**src/rtl/poly_synth_pkg.sv**
```systemverilog
// Shared types and constants for the polyphonic synthesiser: waveform modes,
// FSM states and the per-voice phase tuning words.
package poly_synth_pkg;

    typedef enum logic [1:0] {
        MODE_SQUARE = 2'd0,
        MODE_SAW    = 2'd1,
        MODE_TRI    = 2'd2,
        MODE_SINE   = 2'd3
    } mode_e;

    typedef enum logic [2:0] {
        ST_IDLE,
        ST_LATCH,
        ST_STEP,
        ST_MIX,
        ST_OUT
    } state_e;

    // Equal-tempered semitone steps from 1024 (ratio 2^(1/12) ~ 1.0595), rounded.
    localparam int TUNE_N = 12;
    localparam logic [15:0] TUNE [TUNE_N] = '{
        16'd1024, 16'd1085, 16'd1149, 16'd1218, 16'd1290, 16'd1367,
        16'd1448, 16'd1534, 16'd1625, 16'd1722, 16'd1825, 16'd1933
    };

endpackage

```
**src/rtl/poly_synth_if.sv**
```systemverilog
// Key/mode inputs and mixed-sample outputs of poly_synth bundled as one port.
interface poly_synth_if #(
    parameter int N_KEYS = 8,
    parameter int W      = 8
);
    localparam int CNT_W = $clog2(N_KEYS + 1);

    logic [N_KEYS-1:0] keys;
    logic [1:0]        mode;
    logic [W-1:0]      wave;
    logic              wave_valid;
    logic [CNT_W-1:0]  active_count;
    logic              overrun;

    modport master (
        output keys, mode,
        input  wave, wave_valid, active_count, overrun
    );

    modport slave (
        input  keys, mode,
        output wave, wave_valid, active_count, overrun
    );

endinterface

```
**src/rtl/poly_synth_wave_rom.sv**
```systemverilog
// 64-entry quarter-wave-symmetric sine table, combinational, offset binary,
// rescaled from its native 8-bit amplitude to W bits.
module wave_rom #(
    parameter int W = 8
) (
    input  logic [5:0]   addr_i,
    output logic [W-1:0] data_o
);

    localparam logic [7:0] SINE8 [64] = '{
        8'd128, 8'd140, 8'd153, 8'd165, 8'd177, 8'd188, 8'd199, 8'd209,
        8'd218, 8'd226, 8'd234, 8'd240, 8'd245, 8'd250, 8'd253, 8'd254,
        8'd255, 8'd254, 8'd253, 8'd250, 8'd245, 8'd240, 8'd234, 8'd226,
        8'd218, 8'd209, 8'd199, 8'd188, 8'd177, 8'd165, 8'd153, 8'd140,
        8'd128, 8'd116, 8'd103, 8'd91,  8'd79,  8'd68,  8'd57,  8'd47,
        8'd38,  8'd30,  8'd22,  8'd16,  8'd11,  8'd6,   8'd3,   8'd2,
        8'd1,   8'd2,   8'd3,   8'd6,   8'd11,  8'd16,  8'd22,  8'd30,
        8'd38,  8'd47,  8'd57,  8'd68,  8'd79,  8'd91,  8'd103, 8'd116
    };

    generate
        if (W >= 8) begin : g_widen
            assign data_o = W'(SINE8[addr_i]) << (W - 8);
        end else begin : g_narrow
            assign data_o = W'(SINE8[addr_i] >> (8 - W));
        end
    endgenerate

endmodule

```
**src/rtl/poly_synth.sv**
```systemverilog
// Polyphonic synthesiser: per-sample FSM latches keys, steps each voice's phase,
// mixes voices one per cycle into a signed sum and emits a saturated sample.
module poly_synth
    import poly_synth_pkg::*;
#(
    parameter int N_KEYS     = 8,
    parameter int W          = 8,
    parameter int ACC_W      = 16,
    parameter int SAMPLE_DIV = 16
) (
    input  logic         clk,
    input  logic         rst,
    poly_synth_if.slave  bus
);

    localparam int CNT_W = $clog2(N_KEYS + 1);
    localparam int IDX_W = (N_KEYS > 1) ? $clog2(N_KEYS) : 1;
    localparam int DIV_W = (SAMPLE_DIV > 1) ? $clog2(SAMPLE_DIV) : 1;
    localparam int SUM_W = W + $clog2(N_KEYS) + 1;

    localparam logic [W-1:0]            MID_W  = W'(1) << (W - 1);
    localparam logic signed [SUM_W-1:0] MID_S  = SUM_W'(1) << (W - 1);
    localparam logic signed [SUM_W-1:0] SAT_HI = MID_S - SUM_W'(1);
    localparam logic signed [SUM_W-1:0] SAT_LO = ~SAT_HI;

    if (SAMPLE_DIV < N_KEYS + 4) begin : g_bad_div
        $error("poly_synth: SAMPLE_DIV must be at least N_KEYS+4");
    end

    logic [DIV_W-1:0] div_q;
    logic             div_wrap;
    logic             tick;

    state_e                  state_q, state_d;
    logic [IDX_W-1:0]        idx_q, idx_d;
    logic signed [SUM_W-1:0] acc_q, acc_d;
    logic [N_KEYS-1:0]       keys_q, keys_d;
    mode_e                   mode_q, mode_d;
    logic [CNT_W-1:0]        active_q, active_d;
    logic [W-1:0]            wave_q, wave_d;
    logic                    valid_q, valid_d;
    logic                    overrun_q, overrun_d;

    logic [ACC_W-1:0] phase_q [N_KEYS];
    logic [ACC_W-1:0] phase_d [N_KEYS];

    logic [CNT_W-1:0]        latch_cnt;
    logic [W-1:0]            voice_p;
    logic [W-1:0]            voice_p_shl;
    logic [W-1:0]            rom_data;
    logic [W-1:0]            sample;
    logic signed [SUM_W-1:0] contrib;
    logic signed [SUM_W-1:0] acc_sum;

    // tick is kept as its own net so the sample strobe can be observed on its own.
    assign div_wrap = (div_q == DIV_W'(SAMPLE_DIV - 1));
    assign tick     = div_wrap;

    always_ff @(posedge clk) begin
        if (rst) begin
            div_q <= '0;
        end else if (div_wrap) begin
            div_q <= '0;
        end else begin
            div_q <= div_q + DIV_W'(1);
        end
    end

    genvar gi;
    generate
        for (gi = 0; gi < N_KEYS; gi++) begin : g_voice
            localparam logic [ACC_W-1:0] TUNE_W = ACC_W'(TUNE[gi]);
            assign phase_d[gi] = (state_q != ST_STEP) ? phase_q[gi] :
                                 (keys_q[gi] ? phase_q[gi] + TUNE_W : '0);
        end
    endgenerate

    always_ff @(posedge clk) begin
        if (rst) begin
            phase_q <= '{default: '0};
        end else begin
            phase_q <= phase_d;
        end
    end

    always_comb begin
        latch_cnt = '0;
        for (int k = 0; k < N_KEYS; k++) begin
            latch_cnt = latch_cnt + CNT_W'(bus.keys[k]);
        end
    end

    // Voice currently being mixed: its waveform sample from the top phase bits.
    assign voice_p     = phase_q[idx_q][ACC_W-1 -: W];
    assign voice_p_shl = {voice_p[W-2:0], 1'b0};

    wave_rom #(.W(W)) u_wave_rom (
        .addr_i (phase_q[idx_q][ACC_W-1 -: 6]),
        .data_o (rom_data)
    );

    always_comb begin
        sample = '0;
        case (mode_q)
            MODE_SQUARE: sample = voice_p[W-1] ? '1 : '0;
            MODE_SAW:    sample = voice_p;
            MODE_TRI:    sample = voice_p[W-1] ? ~voice_p_shl : voice_p_shl;
            MODE_SINE:   sample = rom_data;
            default:     sample = '0;
        endcase
    end

    assign contrib = keys_q[idx_q] ? ($signed(SUM_W'(sample)) - MID_S) : '0;
    assign acc_sum = acc_q + contrib;

    function automatic logic [W-1:0] to_offset(input logic signed [SUM_W-1:0] a);
        logic signed [SUM_W-1:0] s;
        if (a > SAT_HI) begin
            s = SAT_HI;
        end else if (a < SAT_LO) begin
            s = SAT_LO;
        end else begin
            s = a;
        end
        return W'(s) ^ MID_W;
    endfunction

    always_comb begin
        state_d   = state_q;
        idx_d     = idx_q;
        acc_d     = acc_q;
        keys_d    = keys_q;
        mode_d    = mode_q;
        active_d  = active_q;
        wave_d    = wave_q;
        valid_d   = 1'b0;
        overrun_d = overrun_q | (tick && (state_q != ST_IDLE));
        case (state_q)
            ST_IDLE: begin
                if (tick) state_d = ST_LATCH;
            end
            ST_LATCH: begin
                keys_d   = bus.keys;
                mode_d   = mode_e'(bus.mode);
                active_d = latch_cnt;
                state_d  = ST_STEP;
            end
            ST_STEP: begin
                idx_d   = '0;
                acc_d   = '0;
                state_d = ST_MIX;
            end
            ST_MIX: begin
                acc_d = acc_sum;
                idx_d = idx_q + IDX_W'(1);
                // The final voice's sum is registered straight into wave so it is
                // visible together with wave_valid during OUT.
                if (idx_q == IDX_W'(N_KEYS - 1)) begin
                    wave_d  = to_offset(acc_sum);
                    valid_d = 1'b1;
                    state_d = ST_OUT;
                end
            end
            ST_OUT: begin
                state_d = ST_IDLE;
            end
            default: state_d = ST_IDLE;
        endcase
    end

    always_ff @(posedge clk) begin
        if (rst) begin
            state_q   <= ST_IDLE;
            idx_q     <= '0;
            acc_q     <= '0;
            keys_q    <= '0;
            mode_q    <= MODE_SQUARE;
            active_q  <= '0;
            wave_q    <= MID_W;
            valid_q   <= 1'b0;
            overrun_q <= 1'b0;
        end else begin
            state_q   <= state_d;
            idx_q     <= idx_d;
            acc_q     <= acc_d;
            keys_q    <= keys_d;
            mode_q    <= mode_d;
            active_q  <= active_d;
            wave_q    <= wave_d;
            valid_q   <= valid_d;
            overrun_q <= overrun_d;
        end
    end

    assign bus.wave         = wave_q;
    assign bus.wave_valid   = valid_q;
    assign bus.active_count = active_q;
    assign bus.overrun      = overrun_q;

endmodule

```
**src/flat_wrapper.sv**
```systemverilog
// flat-port wrapper written by rule: the top's interface ports become plain ports
module poly_synth_flat import poly_synth_pkg::*;
#(
    parameter int N_KEYS     = 8,
    parameter int W          = 8,
    parameter int ACC_W      = 16,
    parameter int SAMPLE_DIV = 16
)
  (clk, rst, bus_keys, bus_mode, bus_wave, bus_wave_valid, bus_active_count, bus_overrun);
  poly_synth_if #(.N_KEYS(N_KEYS), .W(W)) bus_i ();
  input  logic clk;
  input  logic rst;
  input wire logic [$bits(bus_i.keys)-1:0] bus_keys;
  input wire logic [$bits(bus_i.mode)-1:0] bus_mode;
  output wire logic [$bits(bus_i.wave)-1:0] bus_wave;
  output wire logic [$bits(bus_i.wave_valid)-1:0] bus_wave_valid;
  output wire logic [$bits(bus_i.active_count)-1:0] bus_active_count;
  output wire logic [$bits(bus_i.overrun)-1:0] bus_overrun;
  assign bus_i.keys = bus_keys;
  assign bus_i.mode = bus_mode;
  assign bus_wave = bus_i.wave;
  assign bus_wave_valid = bus_i.wave_valid;
  assign bus_active_count = bus_i.active_count;
  assign bus_overrun = bus_i.overrun;
  poly_synth #(.N_KEYS(N_KEYS), .W(W), .ACC_W(ACC_W), .SAMPLE_DIV(SAMPLE_DIV)) u_core (.clk(clk), .rst(rst), .bus(bus_i));
endmodule
```
**config.mk**
```make
export PLATFORM = sky130hd
export DESIGN_NAME = poly_synth_flat
export DESIGN_NICKNAME = d
export VERILOG_FILES = /design/src/rtl/poly_synth_pkg.sv /design/src/rtl/poly_synth_if.sv /design/src/rtl/poly_synth_wave_rom.sv /design/src/rtl/poly_synth.sv /design/src/flat_wrapper.sv
export SDC_FILE = /design/constraint.sdc
export NUM_CORES = 1
export LEC_CHECK = 0
export CORE_UTILIZATION = 50
export CTS_BUF_LIST = sky130_fd_sc_hd__clkbuf_4 sky130_fd_sc_hd__clkbuf_8
export CTS_CLUSTER_DIAMETER = 150
export DETAILED_ROUTE_END_ITERATION = 6
export GPL_TIMING_DRIVEN = 0
export PLACE_DENSITY = 0.67
export SLEW_MARGIN = 30
export SYNTH_ARGS = -nofsm -noshare
export SYNTH_HDL_FRONTEND = slang
export SYNTH_SLANG_ARGS = --single-unit
```
**constraint.sdc**
```tcl
create_clock -name clk -period 14.12 [get_ports clk]
set_input_delay 2.824 -clock clk [delete_from_list [all_inputs] [get_ports clk]]
set_output_delay 2.824 -clock clk [all_outputs]
set_load 0.02 [all_outputs]
```
==> metrics, run 1 <==
chip width=between 100 and 150 µm; FFs w/ async S/R, synth=0%; Peak VDD IR=roughly 0.000054 V; Post-Route Utilization=roughly 57%; CP Launch Type=flop; endpoints failing hold=0; hold-fix buffer count after cts=0; Finish-stage setup viols=0; outcome=completed; Setup Buffers After CTS=0; Pleak=~3.5 nW; share of layout cells above drive strength 1=7.85%; HPWL Detailed=15.9 mm; Buffers on Ports=25; final cell count without fillers=approximately 1300; antenna violations before repair=0; Metal-1 WL=10.7 mm; Longest Clk Path Bufs=2; Clk pin slew, worst setup/hold paths=approximately 90 ps; Worst-Margin Slew=861 ps; PwrDens=84.2 mW/mm²; GRT overflow=0; Critical Path End Type=flop; Final ANT Viol Nets=0; First DRT Iteration DRCs=497; post-layout min period=roughly 5900 ps; Worst Hold Class=flop to flop; drt pass-1 iters=7; Max Used Layer=met4; Peak Freq=171 MHz; Top FF cell, synth=dfxtp_1; Final Hold Slack=between 400 and 500 ps; Syn. warnings=0; post-CTS sizing=0; Crit path required time=between 10000 and 15000 ps; Inst Count DP=1289; RSZ-0062 raised after global routing=false; Seq/Total Area, Yosys=35.7%; via density per instance=5.68; Skew-Pair Late Insertion Delay=around 470 ps; Synth Register Bits=158; vias in the first global route=6850; CTS tree=yes; CP Class=flop to flop; Mapped Avg Cell Area=approximately 8.5 µm²; max cap viols=0; Mapped Area=0.00885 mm²; GRT Total Usage=roughly a quarter; CORE AREA=approximately 0.017 mm²; Avg WL per Cell=16.3 µm; drc violations=0; # rows=48; largest net degree at the start of global routing=17; Layout Nets=roughly 1100; H-tree levels=4; P&R area growth vs syn=10.5%; Root Buffer=clkbuf_8; post-synthesis cell type count=75; global-route wire length before repair=35.4 mm; Die Ht=roughly 140 µm; Mapped Cells=roughly 1000; # diodes=0; Slew HR=a little over two fifths; final instance area=a little under 0.01 mm²; Layout Skew=17.2 ps; Met2 Wirelength=just under 10 mm; dpl cell area=0.00938 mm²; die area=about 0.018 mm²; most frequent cells in the layout=dfxtp_1, nor2_1, nand2_1; initial core utilization=51.2%; TritonCTS Buffers=17; fin crit share=roughly two fifths; FILL cells=approximately 1600; Final TNS setup=0 ps; Final GP Congestion=0.928; commonest non-fill, non-tap cell in the layout=dfxtp_1; Post-synth EDFFs=0; CTS Sinks=~160; count of pins over their slew limit=0; Synthesized Nets=roughly 1100; DRT Wirelength=21.6 mm; Critical Path AT=~6300 ps; IO Pins=26; Max FO, Critical Path=11; vias post-DR=approximately 7500; wire length on met3=about 900 µm
## cell type report
cell class	count	area [µm²]	share of cell area (%)
multi-input combinational	803	5360	54.8
sequential	158	3160	32.3
tap	225	282	2.88
timing repair buffer	25	250	2.56
buffer	53	235	2.41
clock buffer	17	234	2.39
clock inverter	15	164	1.68
inverter	25	93.8	0.960
## final timing paths
path | startpoint | end | slack [ps] | cells after the start
max | u_core.idx_q[0]$_SDFFE_PP0P_ | u_core.bus.wave[6]$_SDFFE_PP0P_ | 8260 | 23
min | u_core.bus.active_count[2]$_SDFFE_PP0N_ | u_core.bus.active_count[2]$_SDFFE_PP0N_ | 460 | 2
max reg2reg | u_core.idx_q[0]$_SDFFE_PP0P_ | u_core.bus.wave[6]$_SDFFE_PP0P_ | 8260 | 23
min reg2reg | u_core.bus.active_count[2]$_SDFFE_PP0N_ | u_core.bus.active_count[2]$_SDFFE_PP0N_ | 460 | 2
## synth_stat cells (all sizes together) (4+ instances only)
| master | instances | area (µm²) |
|---|---|---|
| a22oi | 14 | 110 |
| nor2b | 6 | 37.5 |
| xnor2 | 49 | 429 |
| a31oi | 5 | 31.3 |
| clkbuf | 38 | 143 |
| nand2b | 6 | 37.5 |
| mux4 | 15 | 338 |
| a211oi | 21 | 203 |
| nor3b | 5 | 37.5 |
| buf | 15 | 92.6 |
| nand3 | 34 | 170 |
| dfxtp | 158 | 3160 |
| and3 | 11 | 68.8 |
| a21oi | 89 | 445 |
| o21bai | 12 | 90.1 |
| o211a | 5 | 50.1 |
| ha | 33 | 413 |
| nor4 | 12 | 75.1 |
| mux2 | 4 | 52.6 |
| xor2 | 46 | 403 |
| mux2i | 17 | 208 |
| nor2 | 156 | 586 |
| nor3 | 12 | 65.1 |
| nand4 | 12 | 75.1 |
| nand2 | 100 | 378 |
| a21o | 4 | 30.0 |
| fa | 5 | 100 |
| inv | 25 | 93.8 |
| o211ai | 11 | 87.6 |
| a221oi | 5 | 56.3 |
| and2 | 6 | 37.5 |
| or3 | 24 | 150 |
| o21ai | 37 | 185 |
## where the power goes
group / leakage [nW] / internal (mW) / switching, mW
Sequential: 1.27 / 0.447 / 0.00169
Clock: 0.191 / 0.160 / 0.182
Combinational: 2.06 / 0.0122 / 0.0203
## stage by stage
stage | power (mW) | setup slack, ps
after floorplan | 0.479 | 8940
after global routing | 0.852 | 7770
final | 0.823 | 8260
after global placement | 0.491 | 8350
after CTS | 0.830 | 8310
after detailed placement | 0.492 | 8320
## logic make-up (layout without fill, tap and decap cells)
group                      after synthesis  after routing  share of synthesized area (%)
AOI/OAI and AO/OA                      238            238                           18.1
xor gates and xnor gates                95             95                           9.40
buffers and inverters                   78            135                           3.72
DFF                                    158            158                           35.7
adders and majority gates               38             38                           5.80
and+or+nand+nor                        396            396                           20.4
muxes                                   36             36                           6.76
## flip-flops by register name, indices dropped and copies added, names as in the netlist
| signal | count |
|---|---|
| u_core.acc_q | 12 |
| u_core.keys_q | 8 |
| u_core.bus.wave | 8 |
| u_core.state_q | 3 |
| u_core.bus.active_count | 4 |
| u_core.mode_q | 2 |
| u_core.bus.wave_valid | 1 |
| u_core.phase_q | 112 |
| u_core.idx_q | 3 |
| u_core.bus.overrun | 1 |
| u_core.div_q | 4 |
## routing by layer
layer,vias up,global-route usage [%]
met3,22,3.75
li1,3771,-
met4,0,6.18
met5,-,0
met2,172,38.3
met1,3543,35.5
## worst max-delay path: stages (launching register included)
cell,delay [ps]
dfxtp_1,360
buf_6,150
buf_6,170
buf_2,270
mux4_2,390
mux2i_4,390
inv_2,150
ha_1,340
nor2_1,180
o21ai_0,100
a211oi_1,270
a21oi_1,80
o21ai_0,250
a31oi_1,140
ha_1,260
fa_1,410
a21oi_1,310
o2111a_1,300
nor2_1,70
xor2_1,280
nand4_1,220
nand4_1,280
nand3_1,170
a211oi_2,230
Power figures use the tool's default switching activity.
==> run 2: changes to the inputs <==
- clock period: 14.12 -> 5.95 ns (I/O delays scaled with it)
==> metrics, run 2 (synthesis gave the netlist of run 1 again) <==
DRT Wirelength=21.7 mm (was 21.6 mm); initial core utilization=51.2% (unchanged); Crit path required time=6340 ps (was 14510 ps); Final GP Congestion=0.928 (unchanged); Layout Skew=17.7 ps (was 17.2 ps); Avg WL per Cell=16.4 µm (was 16.3 µm); CP Class=flop to flop (unchanged); Top Registers=u_core.phase_q (112), u_core.acc_q (12) (unchanged); net switching power=486 µW (was 204 µW); endpoints failing hold=0 (unchanged); antenna violations before repair=0 (unchanged); Clk pin slew, worst setup/hold paths=90 ps (about the same); HPWL Detailed=15.9 mm (unchanged); Most flops, register=u_core.phase_q (unchanged); Critical Path AT=6030 ps (was 6250 ps); clock share of power=41.5% (about the same); Longest Clk Path Bufs=2 (unchanged); commonest non-fill, non-tap cell in the layout=dfxtp_1 (unchanged); Buffers on Ports=25 (unchanged); CTS Sinks=158 (unchanged); Skew-Pair Late Insertion Delay=470 ps (about the same); Worst-Margin Slew=881 ps (was 861 ps); PwrDens=199 mW/mm² (was 84.2 mW/mm²); via density per instance=5.75 (was 5.68); most frequent cells in the layout=dfxtp_1, nor2_1, nand2_1 (unchanged); Tot Pwr=1.95 mW (was 823 µW); fin crit share=94.8% (was 41.5%); IO Pins=26 (unchanged); Layout Nets=1140 (was 1133); count of pins over their slew limit=0 (unchanged); H-tree levels=4 (unchanged); GRT Total Usage=24.6% (unchanged); max cap viols=0 (unchanged); largest net degree at the start of global routing=17 (unchanged); global-route wire length before repair=35.4 mm (unchanged); outcome=completed (unchanged); Worst Hold Class=flop to flop (unchanged); share of layout cells above drive strength 1=8.52% (was 7.85%); Final ANT Viol Nets=0 (unchanged); GRT overflow=0 (unchanged); die area=0.0182 mm² (unchanged); Peak VDD IR=0.000127 V (was 0.0000539 V); Max FO, Critical Path=10 (was 11); Largest register FFs=112 (unchanged); hold-fix buffer count after cts=0 (unchanged); Final TNS setup=0 ps (unchanged); Peak Freq=177 MHz (was 171 MHz); vias in the first global route=6850 (unchanged); RSZ-0062 raised after global routing=false (unchanged); # rows=48 (unchanged); Comb power frac=4.0% (about the same); Reg power frac=54.5% (about the same); Root Buffer=clkbuf_8 (unchanged); chip width=135 µm (unchanged); CTS tree=yes (unchanged); Int Power=1.47 mW (was 619 µW); Finish-stage setup viols=0 (unchanged); drc violations=0 (unchanged); CORE AREA=0.0173 mm² (unchanged); Pleak=3.55 nW (was 3.52 nW); First DRT Iteration DRCs=500 (was 497); post-layout min period=5640 ps (was 5860 ps); Switching Share=24.9% (was 24.8%); P&R area growth vs syn=11.1% (was 10.5%); drt pass-1 iters=5 (was 7); Critical Path End Type=flop (unchanged); CP Launch Type=flop (unchanged); TritonCTS Buffers=17 (unchanged); Die Ht=135 µm (unchanged); # diodes=0 (unchanged); Slew HR=41.3% (was 42.6%); vias post-DR=7636 (was 7508)
## run 2: cell types whose count changed in the layout (fill, tap and decap cells not counted), sizes merged
cell,change
buf,+7
## run 2: final timing paths
check        cells after the start  slack [ps]                                     from                                      end
min                              2         460  u_core.bus.active_count[2]$_SDFFE_PP0N_  u_core.bus.active_count[2]$_SDFFE_PP0N_
min reg2reg                      2         460  u_core.bus.active_count[2]$_SDFFE_PP0N_  u_core.bus.active_count[2]$_SDFFE_PP0N_
max reg2reg                     22         310             u_core.idx_q[0]$_SDFFE_PP0P_          u_core.bus.wave[6]$_SDFFE_PP0P_
max                             22         310             u_core.idx_q[0]$_SDFFE_PP0P_          u_core.bus.wave[6]$_SDFFE_PP0P_
## run 2: repair_timing
action | 4_1_cts | 5_1_grt
setup buffers | 0 | 7
resized for setup | 0 | 1
setup endpoints to repair | 0 | 7
## run 2: metrics by stage
stage / utilization [%] / hold WS, ps / area (µm²) / instances / setup slack [ps]
after floorplan: - / 436 / 8850 / 1039 / 1230
after global placement: 54.2 / 442 / 9380 / 1289 / 207
after detailed placement: 54.2 / 448 / 9380 / 1289 / 217
after CTS: 56.5 / 461 / 9780 / 1321 / 142
after global routing: 56.9 / 490 / 9830 / 1328 / 21.2
final: 56.9 / 457 / 9830 / 1328 / 308
## run 2: cell type report
cell class,instances,area (µm²)
sequential,158,3160
buffer,53,235
timing repair buffer,32,303
multi-input combinational,803,5360
tap,225,282
fill,1642,7460
clock inverter,15,164
clock buffer,17,234
inverter,25,93.8
## run 2: power groups by stage
| stage | combinational [mW] | sequential [mW] | clock, mW |
|---|---|---|---|
| CTS | 0.0778 | 1.06 | 0.828 |
| detailed placement | 0.0774 | 1.09 | 0 |
| global route | 0.0863 | 1.07 | 0.870 |
| finish | 0.0779 | 1.06 | 0.812 |
| floorplan | 0.0492 | 1.09 | 0 |
| global placement | 0.0768 | 1.09 | 0 |
## run 2: layer usage
| metal | wire length [µm] | part of all wire (%) | vias up | GRT usage [%] |
|---|---|---|---|---|
| met4 | 265 | 1.2 | 0 | 6.18 |
| li1 | - | - | 3787 | - |
| met5 | 0 | 0 | - | 0 |
| met1 | 10600 | 49 | 3610 | 35.5 |
| met2 | 9900 | 46 | 209 | 38.3 |
| met3 | 982 | 4.5 | 30 | 3.75 |
## run 2: critical path, stage by stage, from the launching register on
cell	delay, ps
dfxtp_1	360
buf_6	150
buf_6	170
buf_2	260
mux4_2	390
mux2i_4	240
buf_4	200
ha_1	130
clkbuf_1	330
nor2_1	80
or3_1	360
a311oi_1	310
a311oi_1	110
nor4_1	370
ha_1	350
a21oi_2	220
o2111a_1	280
nor2_1	70
xor2_1	290
nand4_1	220
nand4_1	280
nand3_1	170
a211oi_2	230
==> run 3: changes to the inputs <==
- GPL_TIMING_DRIVEN: 0 -> unset
==> metrics, run 3 (synthesis gave the netlist of run 1 again) <==
Most flops, register=u_core.phase_q (unchanged); Die Ht=135 µm (unchanged); WHS Endpoint=u_core.bus.active_count[0]$_SDFFE_PP0N_ (was u_core.bus.active_count[2]$_SDFFE_PP0N_); fin crit share=91.3% (was 94.8%); Peak VDD IR=0.000239 V (was 0.000127 V); Int Power=1.49 mW (was 1.47 mW); largest net degree at the start of global routing=58 (was 17); vias post-DR=7311 (was 7636); CTS Sinks=158 (unchanged); Final TNS setup=0 ps (unchanged); Hold Path Cell Cnt=2 (unchanged); Max FO, Critical Path=11 (was 10); post-layout min period=5430 ps (was 5640 ps); Buffers on Ports=25 (unchanged); RSZ-0062 raised after global routing=false (unchanged); Skew-Pair Late Insertion Delay=440 ps (was 470 ps); Critical Path AT=5800 ps (was 6030 ps); Root Buffer=clkbuf_8 (unchanged); antenna violations before repair=0 (unchanged); Layout Nets=1096 (was 1140); clock share of power=42.1% (was 41.5%); Reg power frac=54.3% (was 54.5%); initial core utilization=51.2% (unchanged); global-route wire length before repair=32.7 mm (was 35.4 mm); # rows=48 (unchanged); hold-fix buffer count after cts=0 (unchanged); CP Launch Type=flop (unchanged); chip width=135 µm (unchanged); Comb power frac=3.6% (was 4.0%); outcome=completed (unchanged); Post-Route Utilization=56.1% (was 56.9%); count of pins over their slew limit=0 (unchanged); Final ANT Viol Nets=0 (unchanged); HP Start=u_core.bus.active_count[0]$_SDFFE_PP0N_ (was u_core.bus.active_count[2]$_SDFFE_PP0N_); CORE AREA=0.0173 mm² (unchanged); Worst-Margin Slew=811 ps (was 881 ps); Switching Share=24.1% (was 24.9%); most frequent cells in the layout=dfxtp_1, nor2_1, nand2_1 (unchanged); drc violations=0 (unchanged); Tot Pwr=1.96 mW (was 1.95 mW); Longest Clk Path Bufs=2 (unchanged); Clk pin slew, worst setup/hold paths=90 ps (about the same); share of layout cells above drive strength 1=9.54% (was 8.52%); Peak Freq=184 MHz (was 177 MHz); die area=0.0182 mm² (unchanged); Layout Skew=11.4 ps (was 17.7 ps); commonest non-fill, non-tap cell in the layout=dfxtp_1 (unchanged); net switching power=473 µW (was 486 µW); Pleak=3.53 nW (was 3.55 nW); Finish-stage setup viols=0 (unchanged); Setup Buffers After CTS=0 (unchanged); Largest register FFs=112 (unchanged); Worst Hold Class=flop to flop (unchanged); Final GP Congestion=0.927 (was 0.928); GRT Total Usage=22.4% (was 24.6%); P&R area growth vs syn=9.63% (was 11.1%); FF-to-FF End=u_core.bus.wave[2]$_SDFFE_PP0P_ (was u_core.bus.wave[6]$_SDFFE_PP0P_); HPWL Detailed=13.9 mm (was 15.9 mm); Reg2Reg Setup Slack=520 ps (was 310 ps); R2R Path Start=u_core.idx_q[0]$_SDFFE_PP0P_ (unchanged); First DRT Iteration DRCs=514 (was 500); H-tree levels=4 (unchanged); CP Class=flop to flop (unchanged); r2r worst-path depth=20 (was 22); DRT Wirelength=19.7 mm (was 21.7 mm); PwrDens=202 mW/mm² (was 199 mW/mm²); # diodes=0 (unchanged); vias in the first global route=6636 (was 6850); post-CTS sizing=0 (unchanged); Avg WL per Cell=15.3 µm (was 16.4 µm); max cap viols=0 (unchanged); via density per instance=5.69 (was 5.75); Critical Path End Type=flop (unchanged); Crit path required time=6320 ps (was 6340 ps); CTS tree=yes (unchanged); GRT overflow=0 (unchanged); IO Pins=26 (unchanged); Top Registers=u_core.phase_q (112), u_core.acc_q (12) (unchanged); drt pass-1 iters=7 (was 5); Slew HR=45.9% (was 41.3%); TritonCTS Buffers=17 (unchanged); endpoints failing hold=0 (unchanged)
run 3: cell types whose count changed in the layout (fill, tap and decap cells not counted), sizes merged:
cell	change
clkinv	-3
inv	+2
clkinvlp	-1
clkbuf	-36
buf	-5
clkdlybuf4s50	-1
run 3: power by group through the flow:
stage / clock [mW] / sequential (mW) / combinational (mW)
2_1_floorplan: 0 / 1.09 / 0.0492
3_3_place_gp: 0 / 1.09 / 0.0702
3_5_place_dp: 0 / 1.09 / 0.0719
4_1_cts: 0.847 / 1.07 / 0.0720
5_1_grt: 0.896 / 1.07 / 0.0808
6_report: 0.826 / 1.07 / 0.0707
run 3: layer usage:
metal | up-vias | track usage, % | routed length (µm)
li1 | 3689 | - | -
met1 | 3489 | 30.6 | 9600
met2 | 116 | 36.5 | 9280
met3 | 17 | 3.98 | 571
met4 | 0 | 5.87 | 229
met5 | - | 0 | 0
run 3: through the flow:
step	instances	setup slack [ps]	hold slack [ps]	cell area, µm²
floorplan	1039	1230	436	8850
global placement	1252	679	443	9270
detailed placement	1252	578	452	9290
CTS	1284	544	464	9700
global route	1284	43.7	495	9700
finish	1284	517	462	9700
run 3: area by class of cell:
| class | instances | area [µm²] |
|---|---|---|
| clock buffer | 19 | 255 |
| tap | 225 | 282 |
| sequential | 158 | 3160 |
| clock inverter | 13 | 154 |
| fill | 1621 | 7600 |
| multi-input combinational | 803 | 5390 |
| inverter | 25 | 93.8 |
| timing repair buffer | 41 | 368 |
run 3: how the worst max path moves through the flow:
stage | startpoint | endpoint | slack, ps | cells after the start
global placement | u_core.idx_q[0]$_SDFFE_PP0P_ | u_core.bus.wave[5]$_SDFFE_PP0P_ | 680 | 20
finish | u_core.idx_q[0]$_SDFFE_PP0P_ | u_core.bus.wave[2]$_SDFFE_PP0P_ | 520 | 20
CTS | u_core.idx_q[0]$_SDFFE_PP0P_ | u_core.bus.wave[2]$_SDFFE_PP0P_ | 540 | 20
global route | u_core.idx_q[0]$_SDFFE_PP0P_ | u_core.bus.wave[2]$_SDFFE_PP0P_ | 40 | 20
floorplan | u_core.idx_q[0]$_SDFFE_PP0P_ | u_core.bus.wave[2]$_SDFFE_PP0P_ | 1230 | 22
detailed placement | u_core.idx_q[0]$_SDFFE_PP0P_ | u_core.bus.wave[2]$_SDFFE_PP0P_ | 580 | 20
run 3: worst max-delay path: stages, from the launching register on:
cell and delay (ps):
dfxtp_1 670, mux4_2 600, mux2i_4 360, inv_2 140, ha_1 290, nor2_1 180
o21ai_0 100, a211oi_1 250, a21oi_1 60, o21ai_0 200, a31oi_1 110, ha_1 240
fa_1 410, a21oi_1 280, o2111a_1 300, nor2_1 80, xor2_1 220, nand4_1 180
nand4_1 290, nand3_1 140, a211oi_2 240
